## src/rtl/pipeline_hazard_controller.sv

```systemverilog
// Stall/flush sequencer for the 5-stage Mini-MIPS pipeline: load-use, branch squash,
// multi-cycle multiply occupancy and data-memory wait states, plus a stall-cycle counter.
module pipeline_hazard_controller #(
  parameter int MULT_LATENCY = 4,
  parameter int REG_ADDR_W   = 5,
  parameter int STALL_CNT_W  = 32
) (
  input  logic                   clock,
  input  logic                   reset,
  input  logic [REG_ADDR_W-1:0]  ID_rs,
  input  logic [REG_ADDR_W-1:0]  ID_rt,
  input  logic                   ID_uses_rt,
  input  logic                   EX_mem_read,
  input  logic [REG_ADDR_W-1:0]  EX_rt,
  input  logic                   EX_branch_taken,
  input  logic                   EX_mult_start,
  input  logic                   MEM_access,
  input  logic                   dmem_ready,
  output logic                   pc_write,
  output logic                   IF_ID_write,
  output logic                   IF_ID_flush,
  output logic                   ID_EX_bubble,
  output logic                   pipe_freeze,
  output logic [1:0]             busy_state,
  output logic [STALL_CNT_W-1:0] stall_cycles
);

  typedef enum logic [1:0] {
    RUN       = 2'd0,
    MULT_WAIT = 2'd1,
    DMEM_WAIT = 2'd2
  } state_e;

  localparam int CNT_W = (MULT_LATENCY > 2) ? $clog2(MULT_LATENCY) : 1;
  localparam logic [CNT_W-1:0] MULT_LOAD = CNT_W'(MULT_LATENCY - 2);

  state_e                 state_q, state_d;
  logic [CNT_W-1:0]       mult_cnt_q, mult_cnt_d;
  logic [STALL_CNT_W-1:0] stall_cnt_q;

  logic dmem_stall;
  logic load_use;

  assign dmem_stall = MEM_access && !dmem_ready;
  assign load_use   = EX_mem_read && (EX_rt != '0) &&
                      ((EX_rt == ID_rs) || (ID_uses_rt && (EX_rt == ID_rt)));

  // NOTE: every signal driven here gets a default first, so no path can infer a latch.
  always_comb begin
    state_d      = state_q;
    mult_cnt_d   = mult_cnt_q;
    pc_write     = 1'b1;
    IF_ID_write  = 1'b1;
    IF_ID_flush  = 1'b0;
    ID_EX_bubble = 1'b0;
    pipe_freeze  = 1'b0;

    unique case (state_q)
      RUN: begin
        if (dmem_stall) begin
          pc_write    = 1'b0;
          IF_ID_write = 1'b0;
          pipe_freeze = 1'b1;
          state_d     = DMEM_WAIT;
        end else if (EX_branch_taken) begin
          IF_ID_write  = 1'b0;
          IF_ID_flush  = 1'b1;
          ID_EX_bubble = 1'b1;
        end else if (EX_mult_start) begin
          pc_write     = 1'b0;
          IF_ID_write  = 1'b0;
          ID_EX_bubble = 1'b1;
          mult_cnt_d   = MULT_LOAD;
          // A two-cycle multiply is fully covered by this RUN cycle alone.
          if (MULT_LOAD != '0) state_d = MULT_WAIT;
        end else if (load_use) begin
          pc_write     = 1'b0;
          IF_ID_write  = 1'b0;
          ID_EX_bubble = 1'b1;
        end
      end

      MULT_WAIT: begin
        pc_write    = 1'b0;
        IF_ID_write = 1'b0;
        if (dmem_stall) begin
          pipe_freeze = 1'b1;
        end else begin
          ID_EX_bubble = 1'b1;
          // The counter holds the MULT_WAIT cycles still owed, this one included.
          if (mult_cnt_q <= CNT_W'(1)) begin
            mult_cnt_d = '0;
            state_d    = RUN;
          end else begin
            mult_cnt_d = mult_cnt_q - CNT_W'(1);
          end
        end
      end

      DMEM_WAIT: begin
        pc_write    = 1'b0;
        IF_ID_write = 1'b0;
        pipe_freeze = 1'b1;
        if (dmem_ready) state_d = RUN;
      end

      default: state_d = RUN;
    endcase

    if (reset) begin
      pc_write     = 1'b0;
      IF_ID_write  = 1'b0;
      IF_ID_flush  = 1'b1;
      ID_EX_bubble = 1'b1;
      pipe_freeze  = 1'b0;
    end
  end

  // NOTE: sequential state uses non-blocking assignments so all registers update together.
  always_ff @(posedge clock) begin
    if (reset) begin
      state_q     <= RUN;
      mult_cnt_q  <= '0;
      stall_cnt_q <= '0;
    end else begin
      state_q    <= state_d;
      mult_cnt_q <= mult_cnt_d;
      if (!pc_write && (stall_cnt_q != '1)) stall_cnt_q <= stall_cnt_q + STALL_CNT_W'(1);
    end
  end

  assign busy_state   = reset ? 2'd0 : state_q;
  assign stall_cycles = stall_cnt_q;

endmodule

```

## config.mk

```make
export PLATFORM = sky130hd
export DESIGN_NAME = pipeline_hazard_controller
export DESIGN_NICKNAME = d
export VERILOG_FILES = /design/src/rtl/pipeline_hazard_controller.sv
export SDC_FILE = /design/constraint.sdc
export NUM_CORES = 1
export LEC_CHECK = 0
export ABC_AREA = 1
export CAP_MARGIN = 40
export CELL_PAD_IN_SITES_DETAIL_PLACEMENT = 2
export CELL_PAD_IN_SITES_GLOBAL_PLACEMENT = 2
export CORE_MARGIN = 2
export CORE_UTILIZATION = 35
export DETAILED_ROUTE_END_ITERATION = 8
export DONT_BUFFER_PORTS = 1
export GPL_TIMING_DRIVEN = 0
export PLACE_DENSITY = 0.88
export SYNTH_ARGS = -nofsm -noshare
export SYNTH_HDL_FRONTEND = slang
export SYNTH_SLANG_ARGS = --single-unit
export TNS_END_PERCENT = 1
```

## constraint.sdc

```tcl
create_clock -name clock -period 4 [get_ports clock]
set_input_delay 0.4 -clock clock [delete_from_list [all_inputs] [get_ports clock]]
set_output_delay 0.4 -clock clock [all_outputs]
set_load 0.05 [all_outputs]
```

; Word-level counts from Yosys, hierarchy flattened
; Index checks and enable logic that the tools add are counted.
[word_totals]
elab_cells = 72
regBits = 36
out_inout_bits = 39
[classes]
n_mux = 38
add_sub_neg = 2
magnitude_cmp = 1
n_reduce_logical = 15
eq_ne = 13
[op_table]
columns = op, count
row1 = $add 32x1->32 const B, 1
row2 = $ne 32x32->1 const B, 1
row3 = $mux 2, 12
row4 = $mux 1, 20
row5 = $ne 2x2->1 const B, 6
row6 = $eq 5x5->1, 2
row7 = $reduce_and 5->1, 2
row8 = $pmux 1 s2, 4
row9 = $ne 3x3->1 const B, 2
row10 = $pmux 2 s3, 1
row11 = $logic_and 1x1->1, 5
row12 = $reduce_bool 5->1, 1
row13 = $pmux 2 s2, 1
row14 = $reduce_or 2->1, 2
row15 = $eq 2x1->1 const B, 1
row16 = $eq 2x2->1 const B, 1
row17 = $le 2x1->1 const B, 1
row18 = $logic_not 1->1, 2
row19 = $logic_not 2->1, 1
row20 = $reduce_bool 2->1, 1
row21 = $sub 2x1->2 const B, 1
row22 = $logic_or 1x1->1, 1

; Logic depth before layout (Yosys ltp)
; Gate-level depths: netlist of run 1.
[depth]
word_depth = 12
ltp_mapped = 14
ltp_nobuf = 14

; Least setup slack after synthesis of run 1
; OpenSTA, ideal clock, no wires.
[synth_timing]
path_kind = input port to output port
startpoint = input EX_rt[3]
endpoint = output IF_ID_write
arrival_time_ns = 2.230
setup_slack_ns = 1.370
t_required_ns = 3.600
stages = 8
path_cell_list = inv_1 nand4_1 o21ai_0 inv_1 nand2_1 nand2_1 or2_2 a21boi_0
[synth_via]
elab_chain_len = 10
word_cells_on_any_way = 13
classes_between = eq/ne: 2 / mux: 6 / reduce/logical: 5
[synth_rtl]
columns = item, line_no
row1 = start: declaration, 14  ; input logic [REG_ADDR_W-1:0] EX_rt,
row2 = $eq 5x5->1, 46  ; ((EX_rt == ID_rs) || (ID_uses_rt && (EX_rt == ID_rt)));
row3 = $logic_and 1x1->1, 46
row4 = $logic_or 1x1->1, 46
row5 = $logic_and 1x1->1 *, 45  ; assign load_use = EX_mem_read && (EX_rt != '0) &&
row6 = $mux 1 *, 76  ; end else if (load_use) begin
row7 = $mux 1 *, 69  ; end else if (EX_mult_start) begin
row8 = $mux 1 *, 65  ; end else if (EX_branch_taken) begin
row9 = $mux 1 *, 60  ; if (dmem_stall) begin
row10 = $pmux 1 s2 *, 58  ; unique case (state_q)
row11 = $mux 1 *, 110  ; if (reset) begin
row12 = end: declaration, 20  ; output logic IF_ID_write,
; Mark *: on every way between the ends. The rest lies on a longest branch, timed or not.

; Worst setup path after layout of run 1
[layout_timing]
startpoint = register stall_cnt_q[0], in the netlist stall_cycles[0]
endpoint = register stall_cnt_q[11], in the netlist stall_cycles[11]
[layout_via]
elab_chain_len = 2
word_cells_on_any_way = 3
classes_between = add/sub: 1 / eq/ne: 1 / reduce/logical: 1
[layout_rtl]
columns = item, line_no
row1 = start: declaration, 39  ; logic [STALL_CNT_W-1:0] stall_cnt_q;
row2 = start signal: assignment, 128  ; if (!pc_write && (stall_cnt_q != '1)) stall_cnt_q <= stall_cnt_q + STALL_CNT_W'(1);
row3 = "parallel branches: the longest is 2 deep, another holds $add 32x1->32", -
; Several ways; the timed one is not identified.
; A chain may end at the register's enable or synchronous reset.

==> results_dict.tcl, run 1 <==
set metrics [dict create \
    hold_viol 0 \
    ys_seq_area_frac 0.2813 \
    clk_path_buf_depth 2 \
    placed_area_um2 2701 \
    hpwl_um 6986 \
    worstPathMaxFanout 10 \
    ios 62 \
    dieArea_um2 8022 \
    max_slew_margin 0.4106 \
    critPathRequiredTime_ps 4170 \
    post-place-ws_ps 1277 \
    rsz0062_at_grt "false" \
    tightest_slew_ps 880.9 \
    worst_path_most_repeated_cell "nand3_1" \
    route.detailed.drc 0 \
    timing.final.crit_share 0.7021 \
    async_flop_share 0 \
    fillers 918 \
    drive_gt1_frac 0.05374 \
    cts.clk_slew.worst_paths_ps 80 \
    status "finished, final reports clean" \
    startpoint_type "flop" \
    vias_per_cell 5.294 \
    regArea_um2 720.7 \
    grt_start_max_net_pins 11 \
    ctsResizeCount 0 \
    criticalPathCategory "reg2reg" \
    ctsHoldBuffers 0 \
    fin_total_pwr_uw 1151 \
    startpoint "stall_cycles[0]$_SDFFE_PP0P_" \
    cts.sinks 36 \
    cts_setup_buffers 0 \
    clock_latency_ps 300 \
    num_antenna_cells 0 \
    root_buffer "clkbuf_8" \
    drt-total-wl_um 9006 \
    dieWidth_um 89.57 \
    cts_tree "built" \
    hold_slack_ps 408.2 \
    hp-start "reset" \
    avgSynthCellArea_um2 6.130 \
    grt_pass1_vias 2994 \
    overflow 0 \
    fin_worst_skew_ps 3.581 \
    io_buffers 0 \
    synth_most_common_cell "nand2_1" \
    tns_ps 0 \
    ir_drop_v 0.0002600 \
    setup_viol 0 \
    drt_iter0_markers 69 \
    design_area_um2 2791 \
    power_density_nw_per_um2 412.3 \
    fin_ws_ps 1191 \
    wl_per_cell_um 17.09 \
    yosysTopAreaCellShare 0.2813 \
    antenna_found_initial 0 \
    worstPathArrival_ps 2980 \
    slew_violations 0 \
    htree_levels 2 \
    syn_area_um2 2562 \
    end_kind "flop" \
    ys_warn_count 0 \
    fp.dieH_um 89.57 \
    syn_to_final_growth_pct 8.936 \
    ys.flop_type "dfxtp_1" \
    final.min_clock_period_ps 2809 \
    syn_nets 445 \
    synthTopCellsByArea "dfxtp_1 28%, nand2_1 17%, nand3_1 9.0%, xor2_1 7.5%, a21oi_1 7.2%" \
    firstDrtPassIters 4 \
    synth.distinct_cells 28 \
    maxCapViolCount 0 \
    multi_input_area_um2 1574 \
    hold_class "in2reg" \
    grt_pass1_wl_um 14840 \
    yosysTopAreaCell "dfxtp_1" \
    grtUsageTotal 0.2405 \
    rows 31 \
    ys_ff_latch 36 \
    synth_edf_count 0 \
    crit_chain "ha_1 > nand3_1 > nor2_1 > nand4_1 > nor3_2 > nand4_2 > clkbuf_1 > nand3_1 > a21oi_1" \
    gp_congestion 0.8603 \
    dr_total_vias 2790 \
    fmax_ghz 0.3561 \
    start_util 0.3571 \
    syn_inst 418 \
    slowest_stage "dfxtp_1" \
    ant_nets 0 \
    nNetsFinal 454 \
    synthTopCellsByCount "119 x nand2_1, 48 x inv_1, 47 x nor2_1" \
    cts_buffers 5 \
    r2r-start "stall_cycles[0]$_SDFFE_PP0P_" \
    p_leak_uw 0.001157 \
    core-area_um2 7176 \
    max_stage_delay_ps 780 \
]
-- kinds of logic after synthesis --
kind of cell / Yosys count / synth area share
AND/OR/NAND/NOR: 238 / 0.3989
buffers and inverters: 64 / 0.1045
AO/OA/AOI/OAI: 46 / 0.09327
flip-flops: 36 / 0.2812
XOR/XNOR: 30 / 0.1025
adder cells (fa/ha/maj): 4 / 0.01953
-- layer usage --
| layer | part of all wire | track usage | up-vias | routed length, µm |
|---|---|---|---|---|
| met2 | 0.51 | 0.4325 | 61 | 4571 |
| met3 | 0.044 | 0.05817 | 9 | 398 |
| li1 | - | - | 1347 | - |
| met5 | 0 | 0 | - | 0 |
| met4 | 0.0085 | 0.04342 | 0 | 77 |
| met1 | 0.44 | 0.2917 | 1373 | 3959 |
-- critical path: cells and delay by family (launching register included) --
family,cells,cell delay [ps]
AO/OA/AOI/OAI,1,80
adder cells (fa/ha/maj),1,380
buffers and inverters,1,330
flip-flops,1,780
AND/OR/NAND/NOR,6,1100
-- registers in the layout, indices dropped and copies added (netlist names) --
register / flops
mult_cnt_q: 2
stall_cycles: 32
state_q: 2
-- layout make-up --
cell class              instances  share of cell area
clock buffers                   8             0.03227
flip-flops and latches         36              0.2582
plain buffers                  14             0.02869
well taps                      99             0.04437
multi-input cells             318              0.5639
repair buffers                  2            0.005379
inverters                      50             0.06723
-- final timing paths --
kind | to | slack (ps) | cells after the start
min | stall_cycles[3]$_SDFFE_PP0P_ | 410 | 2
max | stall_cycles[11]$_SDFFE_PP0P_ | 1190 | 9
max reg2reg | stall_cycles[11]$_SDFFE_PP0P_ | 1190 | 9
min reg2reg | mult_cnt_q[0]$_SDFFE_PP0P_ | 510 | 2
-- stage by stage --
stage | util | std cells
2_1_floorplan | - | 418
3_3_place_gp | 0.3744 | 517
3_5_place_dp | 0.3765 | 519
4_1_cts | 0.3890 | 527
5_1_grt | 0.3890 | 527
6_report | 0.3890 | 527
-- report_power, final --
part | leakage (µW) | total [µW] | internal [µW] | switching (µW)
combinational | 0.000820 | 431 | 117 | 313
clock | 0.0000455 | 285 | 141 | 144
sequential | 0.000291 | 435 | 382 | 52.8
total | 0.00116 | 1150 | 640 | 511
-- placed cells by master, fill, tap and decap left out --
cell type,n
a21boi_1,1
or2_2,1
nor3_2,1
a211oi_1,1
a21oi_1,37
nand2_2,2
inv_1,48
buf_1,3
xnor2_1,8
xor2_1,22
clkbuf_1,6
ha_1,4
or3_1,1
nor2_1,47
nor3_1,12
clkbuf_8,6
buf_6,3
nor4_1,1
dfxtp_1,36
buf_4,2
nand2_1,119
buf_2,4
inv_2,2
nor3_4,1
nand3_1,46
nand4_1,5
o21ai_0,6
nand4_2,1
nor3b_1,1
o2111ai_1,1
Power figures use the tool's default switching activity.
==> inputs of run 2 (changes only) <==
--- a/config.mk
+++ b/config.mk
@@ -10,11 +10,11 @@
 export CELL_PAD_IN_SITES_DETAIL_PLACEMENT = 2
 export CELL_PAD_IN_SITES_GLOBAL_PLACEMENT = 2
 export CORE_MARGIN = 2
-export CORE_UTILIZATION = 35
+export CORE_UTILIZATION = 33
 export DETAILED_ROUTE_END_ITERATION = 8
 export DONT_BUFFER_PORTS = 1
 export GPL_TIMING_DRIVEN = 0
-export PLACE_DENSITY = 0.88
+export PLACE_DENSITY = 0.84
 export SYNTH_ARGS = -nofsm -noshare
 export SYNTH_HDL_FRONTEND = slang
 export SYNTH_SLANG_ARGS = --single-unit
==> constraint.sdc (replaced) <==
create_clock -name clock -period 2.69 [get_ports clock]
set_input_delay 0.269 -clock clock [delete_from_list [all_inputs] [get_ports clock]]
set_output_delay 0.269 -clock clock [all_outputs]
set_load 0.05 [all_outputs]
==> results_dict.tcl, run 2 (synthesis results as in run 1) <==
set metrics [dict create \
    setup_viol 0 \
    cts.clk_slew.worst_paths_ps 70 \
    rsz0062_at_grt "false" \
    clk_path_buf_depth 2 \
    htree_levels 2 \
    io_buffers 0 \
    slowest_stage "dfxtp_2" \
    worst-r2r-cell-count 9 \
    layout_common_cells "119 x nand2_1, 48 x inv_1, 47 x nor2_1" \
    fin_cells 530 \
    dieWidth_um 92.12 \
    fin_ws_ps 170.7 \
    rows 32 \
    slew_violations 0 \
    start_util 0.3368 \
    fmax_ghz 0.3969 \
    mostFrequentLayoutCell "nand2_1" \
    gp_congestion 0.8719 \
    drt_iter0_markers 52 \
    drt-total-wl_um 9012 \
    criticalPathCategory "reg2reg" \
    end_kind "flop" \
    cts_tree "built" \
    crit_chain "ha_2 > nand3_1 > nor2_1 > nand4_1 > nor3_2 > nand4_2 > clkbuf_1 > nand3_1 > a21oi_1" \
    cts_setup_buffers 0 \
    overflow 0 \
    worst_path_most_repeated_cell "nand3_1" \
    ant_nets 0 \
    power_density_nw_per_um2 606.6 \
    grt_busiest_layer "met2" \
    dr_total_vias 2716 \
    startpoint_type "flop" \
    core-area_um2 7607 \
    ir_drop_v 0.0003402 \
    groute.layer.met3.usage 0.04684 \
    fp.dieH_um 92.12 \
    worstSetupPathDepth 9 \
    timing.final.crit_share 0.9366 \
    grtUsageMet2 0.3983 \
    ios 62 \
    p_leak_uw 0.001157 \
    fin_worst_skew_ps 2.196 \
    clock_latency_ps 290 \
    cts_buffers 5 \
    antenna_found_initial 0 \
    firstDrtPassIters 4 \
    grtUsageTotal 0.2182 \
    worstPathArrival_ps 2680 \
    hold_viol 0 \
    cp_top_family "simple AND/OR/NAND/NOR gates" \
    cts.sinks 36 \
    final.min_clock_period_ps 2519 \
    wl_per_cell_um 17.00 \
    crit_buf_inv 1 \
    post-place-cells 522 \
    hold_depth 3 \
    worstPathMaxFanout 10 \
    route.detailed.drc 0 \
    root_buffer "clkbuf_8" \
    grt_start_max_net_pins 11 \
    nNetsFinal 454 \
    grt_pass1_wl_um 14900 \
    largest_register_ffs 32 \
    status "finished, final reports clean" \
    num_antenna_cells 0 \
    grt_pass1_vias 2976 \
    fillers 989 \
    drive_gt1_frac 0.06776 \
    hpwl_um 6992 \
    max_stage_delay_ps 540 \
    max_slew_margin 0.4167 \
    maxCapViolCount 0 \
    hold_class "in2reg" \
    tightest_slew_ps 871.8 \
    grtUsageMet1 0.2629 \
    syn_to_final_growth_pct 9.521 \
    dieArea_um2 8486 \
    post-place-ws_ps -43.47 \
    critPathRequiredTime_ps 2850 \
    vias_per_cell 5.125 \
]
==> run 2: per-layer routing <==
metal	vias up	share of wire
met4	0	0.0072
li1	1347	-
met3	7	0.034
met5	-	0
met1	1323	0.45
met2	39	0.51
==> run 2: cell type report <==
class	instances	area, µm²	share of cell area
multi-input combinational	318	1577	0.5617
sequential	36	729.5	0.2599
inverter	50	187.7	0.06687
tap	102	127.6	0.04547
clock buffer	8	90.09	0.03210
buffer	14	80.08	0.02853
timing repair buffer	2	15.01	0.005350
==> run 2: path summary, 6_finish.rpt <==
kind              slack, ps                          from                       endpoint
setup reg to reg        170  stall_cycles[1]$_SDFFE_PP0P_  stall_cycles[10]$_SDFFE_PP0P_
hold / removal          250               EX_branch_taken     mult_cnt_q[1]$_SDFFE_PP0P_
setup / recovery        170  stall_cycles[1]$_SDFFE_PP0P_  stall_cycles[10]$_SDFFE_PP0P_
hold reg to reg         490    mult_cnt_q[0]$_SDFFE_PP0P_     mult_cnt_q[0]$_SDFFE_PP0P_
==> run 2: where the power goes <==
group	internal, µW	switching [µW]
clock	209	205
combinational	174	462
sequential	573	78.7
==> run 2: through the flow <==
stage                     hold slack [ps]  power [µW]  utilization  TNS, ps  cell area (µm²)
final                               247.2        1702       0.3689        0             2806
after global routing                287.7        1810       0.3689        0             2806
after CTS                           250.5        1717       0.3678        0             2798
after detailed placement            473.5        1300       0.3556   -128.5             2705
after global placement              461.6        1255       0.3536        0             2690
after floorplan                     449.9        1140            -        0             2562
==> run 2: repair_timing <==
action,in CTS,in global routing
endpoints found under the setup margin,31,19
resized for setup,2,5
hold buffers,0,0
==> run 2: tightest hold or removal path, delay by kind of cell <==
| family | cells | cell delay, ps |
|---|---|---|
| AO/OA/AOI/OAI | 2 | 140 |
| AND/OR/NAND/NOR | 1 | 80 |
